==> config.mk <==
export PLATFORM = sky130hd
export DESIGN_NAME = pcie_egress
export DESIGN_NICKNAME = d
export VERILOG_FILES = /design/src/rtl/pcie_egress.sv
export SDC_FILE = /design/constraint.sdc
export NUM_CORES = 1
export LEC_CHECK = 0
export BUFFER_PORTS_ARGS = -buffer_cell sky130_fd_sc_hd__buf_2
export CAP_MARGIN = 5
export CORE_MARGIN = 2
export CORE_UTILIZATION = 40
export CTS_BUF_LIST = sky130_fd_sc_hd__clkbuf_2 sky130_fd_sc_hd__clkbuf_4 sky130_fd_sc_hd__clkbuf_8
export DETAILED_ROUTE_END_ITERATION = 8
export PLACE_DENSITY = 0.66
export SYNTH_ARGS = -nofsm -noshare
export SYNTH_HDL_FRONTEND = slang
export SYNTH_SLANG_ARGS = --single-unit
==> constraint.sdc <==
create_clock -name clk -period 3.6 [get_ports clk]
set_input_delay 0.54 -clock clk [delete_from_list [all_inputs] [get_ports clk]]
set_output_delay 0.54 -clock clk [all_outputs]
set_load 0.01 [all_outputs]
==> src/rtl/pcie_egress.sv <==
// Transmit-side TLP builder: emits Memory Write / Memory Read request TLPs on a 32-bit AXI stream.
// Write payload is pulled from a local buffer through a 2-entry prefetch queue.
module pcie_egress #(
    parameter logic [2:0] TRAFFIC_CLASS = 3'b000,
    parameter logic [1:0] ATTR          = 2'b00,
    parameter bit         ADDR64_ENABLE = 1'b1
) (
    input  logic        clk,
    input  logic        rst,
    input  logic [15:0] i_requester_id,
    input  logic        i_cmd_wr_stb,
    input  logic        i_cmd_rd_stb,
    input  logic [63:0] i_cmd_addr,
    input  logic [9:0]  i_cmd_dword_count,
    input  logic [7:0]  i_cmd_tag,
    input  logic [31:0] i_cmd_buf_offset,
    output logic        o_busy,
    output logic        o_done_stb,
    output logic        o_cmd_err_stb,
    output logic        o_buf_re,
    output logic [31:0] o_buf_addr,
    input  logic [31:0] i_buf_data,
    output logic        o_axi_egress_valid,
    input  logic        i_axi_egress_ready,
    output logic [31:0] o_axi_egress_data,
    output logic [3:0]  o_axi_egress_keep,
    output logic        o_axi_egress_last,
    output logic [3:0]  o_state,
    output logic [7:0]  o_egress_count
);

    typedef enum logic [3:0] {
        IDLE = 4'd0,
        HDR0 = 4'd1,
        HDR1 = 4'd2,
        HDR2 = 4'd3,
        HDR3 = 4'd4,
        DATA = 4'd5,
        DONE = 4'd6
    } state_e;

    state_e      state_q, state_d;
    logic        is_wr_q;
    logic        hdr4_q;
    logic [63:0] addr_q;
    logic [9:0]  count_q;
    logic [7:0]  tag_q;
    logic [31:0] buf_addr_q;
    logic [10:0] words_req_q;
    logic [10:0] words_sent_q;
    logic        rd_pending_q;
    logic [1:0]  fill_q;
    logic [31:0] fifo0_q, fifo1_q;
    logic [7:0]  egress_count_q;
    logic        err_q;

    logic [10:0] total_words;
    logic        accept_wr, accept_rd, accept, err_d;
    logic        in_hdr, fire, pop, buf_re;
    logic [1:0]  fill_next;
    logic        beat_valid, beat_last;
    logic [31:0] beat_data;
    logic [31:0] dw0, dw1, addr_lo;
    logic        addr_lsb_unused;

    // Byte-offset bits of the address never reach the header.
    assign addr_lsb_unused = ^i_cmd_addr[1:0];

    assign total_words = (count_q == 10'd0) ? 11'd1024 : {1'b0, count_q};
    assign accept_wr   = (state_q == IDLE) && i_cmd_wr_stb;
    assign accept_rd   = (state_q == IDLE) && !i_cmd_wr_stb && i_cmd_rd_stb;
    assign accept      = accept_wr || accept_rd;
    assign err_d       = ((state_q != IDLE) && (i_cmd_wr_stb || i_cmd_rd_stb))
                      || ((state_q == IDLE) && i_cmd_wr_stb && i_cmd_rd_stb);
    assign in_hdr      = state_q inside {HDR0, HDR1, HDR2, HDR3};

    assign dw0     = {1'b0, is_wr_q, hdr4_q, 5'b00000, 1'b0, TRAFFIC_CLASS,
                      6'b000000, ATTR, 2'b00, count_q};
    assign dw1     = {i_requester_id, tag_q, (count_q == 10'd1) ? 4'h0 : 4'hF, 4'hF};
    assign addr_lo = {addr_q[31:2], 2'b00};

    assign fire = beat_valid && i_axi_egress_ready;
    assign pop  = (state_q == DATA) && fire;

    // A read issued now lands next cycle, so it may only go out if the queue
    // will still have a free slot after this cycle's push and pop.
    assign fill_next = fill_q + {1'b0, rd_pending_q} - {1'b0, pop};
    assign buf_re    = is_wr_q && (in_hdr || (state_q == DATA))
                    && (words_req_q < total_words) && (fill_next < 2'd2);

    always_comb begin
        state_d    = state_q;
        beat_valid = 1'b0;
        beat_data  = 32'd0;
        beat_last  = 1'b0;
        case (state_q)
            IDLE: begin
                if (accept) state_d = HDR0;
            end
            HDR0: begin
                beat_valid = 1'b1;
                beat_data  = dw0;
                if (i_axi_egress_ready) state_d = HDR1;
            end
            HDR1: begin
                beat_valid = 1'b1;
                beat_data  = dw1;
                if (i_axi_egress_ready) state_d = HDR2;
            end
            HDR2: begin
                beat_valid = 1'b1;
                beat_data  = hdr4_q ? addr_q[63:32] : addr_lo;
                beat_last  = !hdr4_q && !is_wr_q;
                if (i_axi_egress_ready) state_d = hdr4_q ? HDR3 : (is_wr_q ? DATA : DONE);
            end
            HDR3: begin
                beat_valid = 1'b1;
                beat_data  = addr_lo;
                beat_last  = !is_wr_q;
                if (i_axi_egress_ready) state_d = is_wr_q ? DATA : DONE;
            end
            DATA: begin
                beat_valid = (fill_q != 2'd0);
                beat_data  = beat_valid ? fifo0_q : 32'd0;
                beat_last  = beat_valid && (words_sent_q == total_words - 11'd1);
                if (beat_valid && beat_last && i_axi_egress_ready) state_d = DONE;
            end
            DONE:    state_d = IDLE;
            default: state_d = IDLE;
        endcase
    end

    always_ff @(posedge clk or negedge rst) begin
        if (!rst) begin
            state_q        <= IDLE;
            is_wr_q        <= 1'b0;
            hdr4_q         <= 1'b0;
            addr_q         <= 64'd0;
            count_q        <= 10'd0;
            tag_q          <= 8'd0;
            buf_addr_q     <= 32'd0;
            words_req_q    <= 11'd0;
            words_sent_q   <= 11'd0;
            rd_pending_q   <= 1'b0;
            fill_q         <= 2'd0;
            egress_count_q <= 8'd0;
            err_q          <= 1'b0;
        end else begin
            state_q      <= state_d;
            err_q        <= err_d;
            rd_pending_q <= buf_re;
            fill_q       <= fill_next;
            if (accept) begin
                is_wr_q      <= accept_wr;
                hdr4_q       <= ADDR64_ENABLE && (i_cmd_addr[63:32] != 32'd0);
                addr_q       <= i_cmd_addr;
                count_q      <= i_cmd_dword_count;
                tag_q        <= i_cmd_tag;
                buf_addr_q   <= i_cmd_buf_offset;
                words_req_q  <= 11'd0;
                words_sent_q <= 11'd0;
            end else begin
                if (buf_re) begin
                    buf_addr_q  <= buf_addr_q + 32'd1;
                    words_req_q <= words_req_q + 11'd1;
                end
                if (pop) words_sent_q <= words_sent_q + 11'd1;
            end
            if (state_q == DONE) egress_count_q <= egress_count_q + 8'd1;
        end
    end

    // NOTE: payload storage has no reset; fill_q alone decides which entries are live.
    always_ff @(posedge clk) begin
        if (pop) begin
            fifo0_q <= (rd_pending_q && (fill_q == 2'd1)) ? i_buf_data : fifo1_q;
            if (rd_pending_q) fifo1_q <= i_buf_data;
        end else if (rd_pending_q) begin
            if (fill_q == 2'd0) fifo0_q <= i_buf_data;
            else                fifo1_q <= i_buf_data;
        end
    end

    assign o_busy             = (state_q != IDLE) && (state_q != DONE);
    assign o_done_stb         = (state_q == DONE);
    assign o_cmd_err_stb      = err_q;
    assign o_buf_re           = buf_re;
    assign o_buf_addr         = buf_addr_q;
    assign o_axi_egress_valid = beat_valid;
    assign o_axi_egress_data  = beat_data;
    assign o_axi_egress_keep  = {4{beat_valid}};
    assign o_axi_egress_last  = beat_last;
    assign o_state            = state_q;
    assign o_egress_count     = egress_count_q;

endmodule
# Yosys cells after proc, flatten, opt, wreduce, memory -nomap -nowiden
# Cells that the tools add are included.
[totals]
register_bits = 218
input_bits = 167
elab_cells = 109
[classes]
addsub = 7
magnitude_cmp = 2
n_eq_ne = 17
muxes = 30
reduce_logical = 38
[ops]
columns = ["operator", "count"]
rows = [
  ["32-bit two-way mux", 12],
  ["32-bit one-hot mux with 5 select lines", 1],
  ["11-bit two-way mux", 5],
  ["32-bit by 1-bit adder with 32-bit output, second input constant", 1],
  ["4-bit two-way mux", 8],
  ["32-bit nonzero test", 1],
  ["4-bit one-hot mux with 6 select lines", 1],
  ["11-bit by 1-bit adder with 11-bit output, second input constant", 2],
  ["1-bit logical AND", 16],
  ["4-bit by 3-bit == test with 1-bit output, second input constant", 3],
  ["2-bit inequality test, second input constant", 6],
  ["11-bit == test", 1],
  ["11-bit less-than comparator", 1],
  ["11-bit by 1-bit subtractor with 11-bit output, second input constant", 1],
  ["10-bit by 1-bit == test with 1-bit output, second input constant", 1],
  ["10-bit zero test", 1],
  ["2-bit nonzero test", 5],
  ["8-bit by 1-bit adder with 8-bit output, second input constant", 1],
  ["4-bit by 2-bit == test with 1-bit output, second input constant", 2],
  ["4-bit nonzero test", 2],
  ["6-bit AND reduction", 1],
  ["4-bit by 1-bit == test with 1-bit output, second input constant", 1],
  ["4-bit zero test", 1],
  ["1-bit logical OR", 4],
  ["13 further kinds", 16],
]

# Longest topological paths before layout
[depth]
depth_word = 10
mapped_depth = 17
mapped_depth_nobuf = 13

# Worst setup path after synthesis
# OpenSTA, ideal clock, no wires.
[synth_timing]
kind = "register -> output"
startpoint = "register state_q[0], in the netlist o_state[0]"
endpoint = "output o_buf_re"
t_arrival_ns = 2.833
path_slack_ns = 0.227
path_stages_with_launch = 14
cell_sequence = "dfrtp_1 -> nor2b_1 -> clkbuf_1 -> nor3b_1 -> buf_2 -> ha_1 -> inv_1 -> ha_1 -> xor3_1 -> nor4b_4 -> o21ai_2 -> buf_6 -> buf_4 -> inv_2"
[synth_via]
elab_chain_cells = 8
[synth_lines]
columns = ["item", "line", "rtl"]
rows = [
  ["start: declaration", "42", "state_e state_q, state_d;"],
  ["start signal: assignment", "149", "state_q <= state_d;"],
  ["4-bit by 1-bit == test with 1-bit output, or another cell as far along", "96", "case (state_q)"],
  ["4-bit OR reduction (no source line)", "n/a", ""],
  ["1-bit one-hot mux with 2 select lines", "96", ""],
  ["1-bit logical AND", "82", "assign fire = beat_valid && i_axi_egress_ready;"],
  ["1-bit logical AND *", "83", "assign pop = (state_q == DATA) && fire;"],
  ["2-bit by 1-bit subtractor with 2-bit output *", "87", "assign fill_next = fill_q + {1'b0, rd_pending_q} - {1'b0, pop};"],
  ["via fill_next[1]", "60", "logic [1:0] fill_next;"],
  ["2-bit less-than comparator *", "89", "&& (words_req_q < total_words) && (fill_next < 2'd2);"],
  ["1-bit logical AND *", "89", ""],
  ["end: declaration", "20", "output logic o_buf_re,"],
]
# Mark *: on every way through the listed nets, which the timed path passes. The rest lies on a longest branch.

# Final worst setup path
[layout_timing]
startpoint = "register count_q[1]"
endpoint = "output o_buf_re"
[layout_via]
elab_chain_cells = 5
[layout_lines]
columns = ["item", "line", "rtl"]
rows = [
  ["start: declaration", "46", "logic [9:0] count_q;"],
  ["start signal: assignment", "157", "count_q <= i_cmd_dword_count;"],
  ["10-bit zero test", "69", "assign total_words = (count_q == 10'd0) ? 11'd1024 : {1'b0, count_q};"],
  ["11-bit two-way mux *", "69", ""],
  ["11-bit less-than comparator *", "89", ""],
  ["1-bit logical AND * (2 in a row)", "89", ""],
]
# Every way passes the cells marked *; elsewhere a longest branch is shown, timed or not.

==> flow_summary.toml <==
[outcome]
status = "completed"

[grt]
grt_overflow = 0
grt.total_usage = 0.221
antenna_found_initial = 6
grt_max_degree = 78
grt_pass1_wl_um = 50000
grt_pass1_vias = 9421

[clock_network]
root_buffer = "clkbuf_8"
cts_buffers = 39
clkTransAtPathRegs_ns = 0.06
cts_tree = "done"
clkSinkCount = 215
cts_max_level = 2
clk_path_buf_depth = 3
clock_latency_ns = 0.53
cts_hold_buf = 0

[detailed_routing]
dr.pass1.iters = 6
drt-vias-per-instance = 5.43
detail-route-antenna-nets = 0
vias = 9514
routed_wl_um = 32100
first_iter_violations = 733
drc = 0
routedWlPerCell_um = 18.3

[timing]
fin_ws_ns = 0.116
setup_viol = 0
whs_ns = 0.0196
hold_violations = 0
relSlewSlack = 0.442
finClkSkew_ns = 0.0154
fmax_mhz = 287
final.period_utilization = 0.968
drv_slew = 0
finalCriticalPeriod_ns = 3.48
worst_slew_pin_slew_ns = 0.833

[worst_setup_path]
path_max_fanout = 9
end_kind = "primary output"
critical_path.startpoint_type = "register"
crit_type = "reg2out"
rrSetupSlack_ns = 0.41
rr_worst_depth = 12
arrival_ns = 2.94
cp.required_ns = 3.06

[finish]
final_core_util = 0.506
final_nets = 1569
syn_to_final_growth_pct = 25.1
drive_gt1_frac = 0.300
fin_cells = 1753

[yosys]
synth_area_um2 = 10800
synth_fp_nets = 1307
avgSynthCellArea_um2 = 9.65
synth_compound_area_frac = 0.125
ys_ff_latch = 215
synth.distinct_cells = 65
ys.flop_type = "dfrtp_1"
synth_fa_ha_area_frac = 0.0220
synth.area.mux_share = 0.0437
yosys.area_share.simple = 0.218
yosys_warnings = 0
yosysSeqAreaShare = 0.527
synth_cells = 1121
synth_top_family_by_area = "simple AND/OR/NAND/NOR gates"
synth-edff-count = 64
synth_xor_xnor_area_share = 0.0273
async_reset_ff_frac = 0.702

[floorplan]
die_w_um = 168
dieArea_um2 = 28400
start_util = 0.405
pin_count = 253
core_area_um2 = 26700
dieHeight_um = 168
num_rows = 60

[placed_design]
dpl.hpwl_um = 22100
dp.cells = 1675
place.gp.congestion = 0.857
port_buffers = 249
pre_cts_slack_ns = 0.0875

[worst_hold_path]
min_path_type = "in2async"

[power]
finalPower_mw = 11.5
ir_drop_mv = 0.443
p_leak_nw = 6.27
power_density_nw_per_um2 = 849

[job]
drv_cap = 0
## worst max-delay path, cell delays in order (launching register included)
cell      delay, ns
dfrtp_1        0.39
inv_2          0.10
ha_4           0.16
nor4b_4        0.23
nand3_2        0.15
ha_4           0.31
nand2_1        0.10
nor3_2         0.23
a21boi_1       0.09
buf_4          0.19
o21ai_4        0.15
buf_6          0.14
inv_2          0.04
buf_2          0.13
## per-stage QoR
stage | TNS (ns) | cell area (um^2)
floorplan | 0 | 10800
global placement | 0 | 12500
detailed placement | 0 | 12500
CTS | 0 | 13400
global route | -0.0620 | 13500
finish | 0 | 13500
## metal layers
metal	vias to the layer above	wire length, um	GRT usage
met3	68	2270	0.0604
met4	10	766	0.0656
met2	331	15100	0.359
met5	-	61	0
met1	4571	13900	0.291
li1	4534	-	-
## cell usage in the layout (no fill, tap or decap), types with 28 or more instances in the layout
cell type,count
nand3_1,28
clkbuf_8,50
edfxtp_1,64
mux2_2,34
nor2_1,57
dfrtp_1,148
o21ai_0,52
buf_4,38
buf_2,248
nand2_1,320
## kinds of logic (layout without fill, tap and decap cells)
family	count (synthesis)	after routing
and+or+nand+nor	523	523
DFF	215	215
AOI/OAI and AO/OA	195	195
buffers and inverters	93	383
muxes	43	43
xor gates and xnor gates	32	32
adders and majority gates	19	19
other	1	2
## where the power goes
part           internal (mW)  switching (mW)  total, mW
logic                   1.89            2.90       4.80
registers               3.39           0.744       4.14
clock network           1.52            1.04       2.55
total                   6.80            4.69       11.5
## cell type report
type	count	area (um^2)
fillers	2502	13200
flip-flops and latches	215	5700
multi-input cells	813	4850
repair buffers	290	1580
clock buffers	62	778
well taps	341	427
clock inverters	7	91.3
inverters	24	90.1
diodes	1	2.50
## worst paths after layout
path / from / to
min in group clk: i_cmd_tag[1] / tag_q[1]
worst min-delay path: rst / o_buf_addr[22]
worst min register to register: addr_q[31] / addr_q[31]
max in group asynchronous: rst / count_q[5]
worst max-delay path: count_q[1] / o_buf_re
worst max register to register: o_state[1] / o_buf_addr[17]
## registers in the layout (all words and copies together), names as in the netlist
register        count
fifo1_q            32
fifo0_q            32
rd_pending_q        1
o_buf_addr         32
fill_q              2
o_cmd_err_stb       1
hdr4_q              1
addr_q             62
words_req_q        11
count_q            10
o_state             3
tag_q               8
o_egress_count      8
words_sent_q       11
is_wr_q             1
## what timing repair did
action,4_1_cts,5_1_grt
pin swaps,0,3
endpoints found under the setup margin,2,15
setup buffers,0,8
hold endpoints to repair,0,0
resized for setup,9,14
## Yosys cell counts, types with 2 or more instances
library cell | instances | area, um^2
nand2_1 | 320 | 1200
dfrtp_1 | 151 | 3780
edfxtp_1 | 64 | 1920
nor2_1 | 59 | 221
o21ai_0 | 53 | 265
clkbuf_1 | 48 | 180
mux2_2 | 34 | 383
nand3_1 | 29 | 145
a31oi_1 | 25 | 156
inv_1 | 23 | 86.3
or3_1 | 22 | 138
a222oi_1 | 20 | 200
ha_1 | 19 | 238
a21oi_1 | 17 | 85.1
xor2_1 | 17 | 149
a22oi_1 | 15 | 113
nand4_1 | 15 | 93.8
o31ai_1 | 15 | 113
xnor2_1 | 14 | 123
or4_1 | 13 | 97.6
nor4_1 | 12 | 75.1
and3_1 | 11 | 68.8
o211ai_1 | 10 | 75.1
and4_1 | 9 | 78.8
mux2i_1 | 9 | 90.1
buf_4 | 8 | 60.1
a211o_1 | 7 | 61.3
buf_2 | 7 | 35.0
nor2b_1 | 7 | 43.8
nor3_1 | 7 | 35.0
o2111ai_1 | 6 | 52.6
o22ai_1 | 6 | 37.5
buf_1 | 5 | 18.8
nand2b_1 | 5 | 31.3
a21o_1 | 3 | 22.5
and2_1 | 3 | 18.8
o211a_1 | 3 | 30.0
nor3b_1 | 2 | 15.0
or2_2 | 2 | 12.5
(Power assumes the default switching activity.)
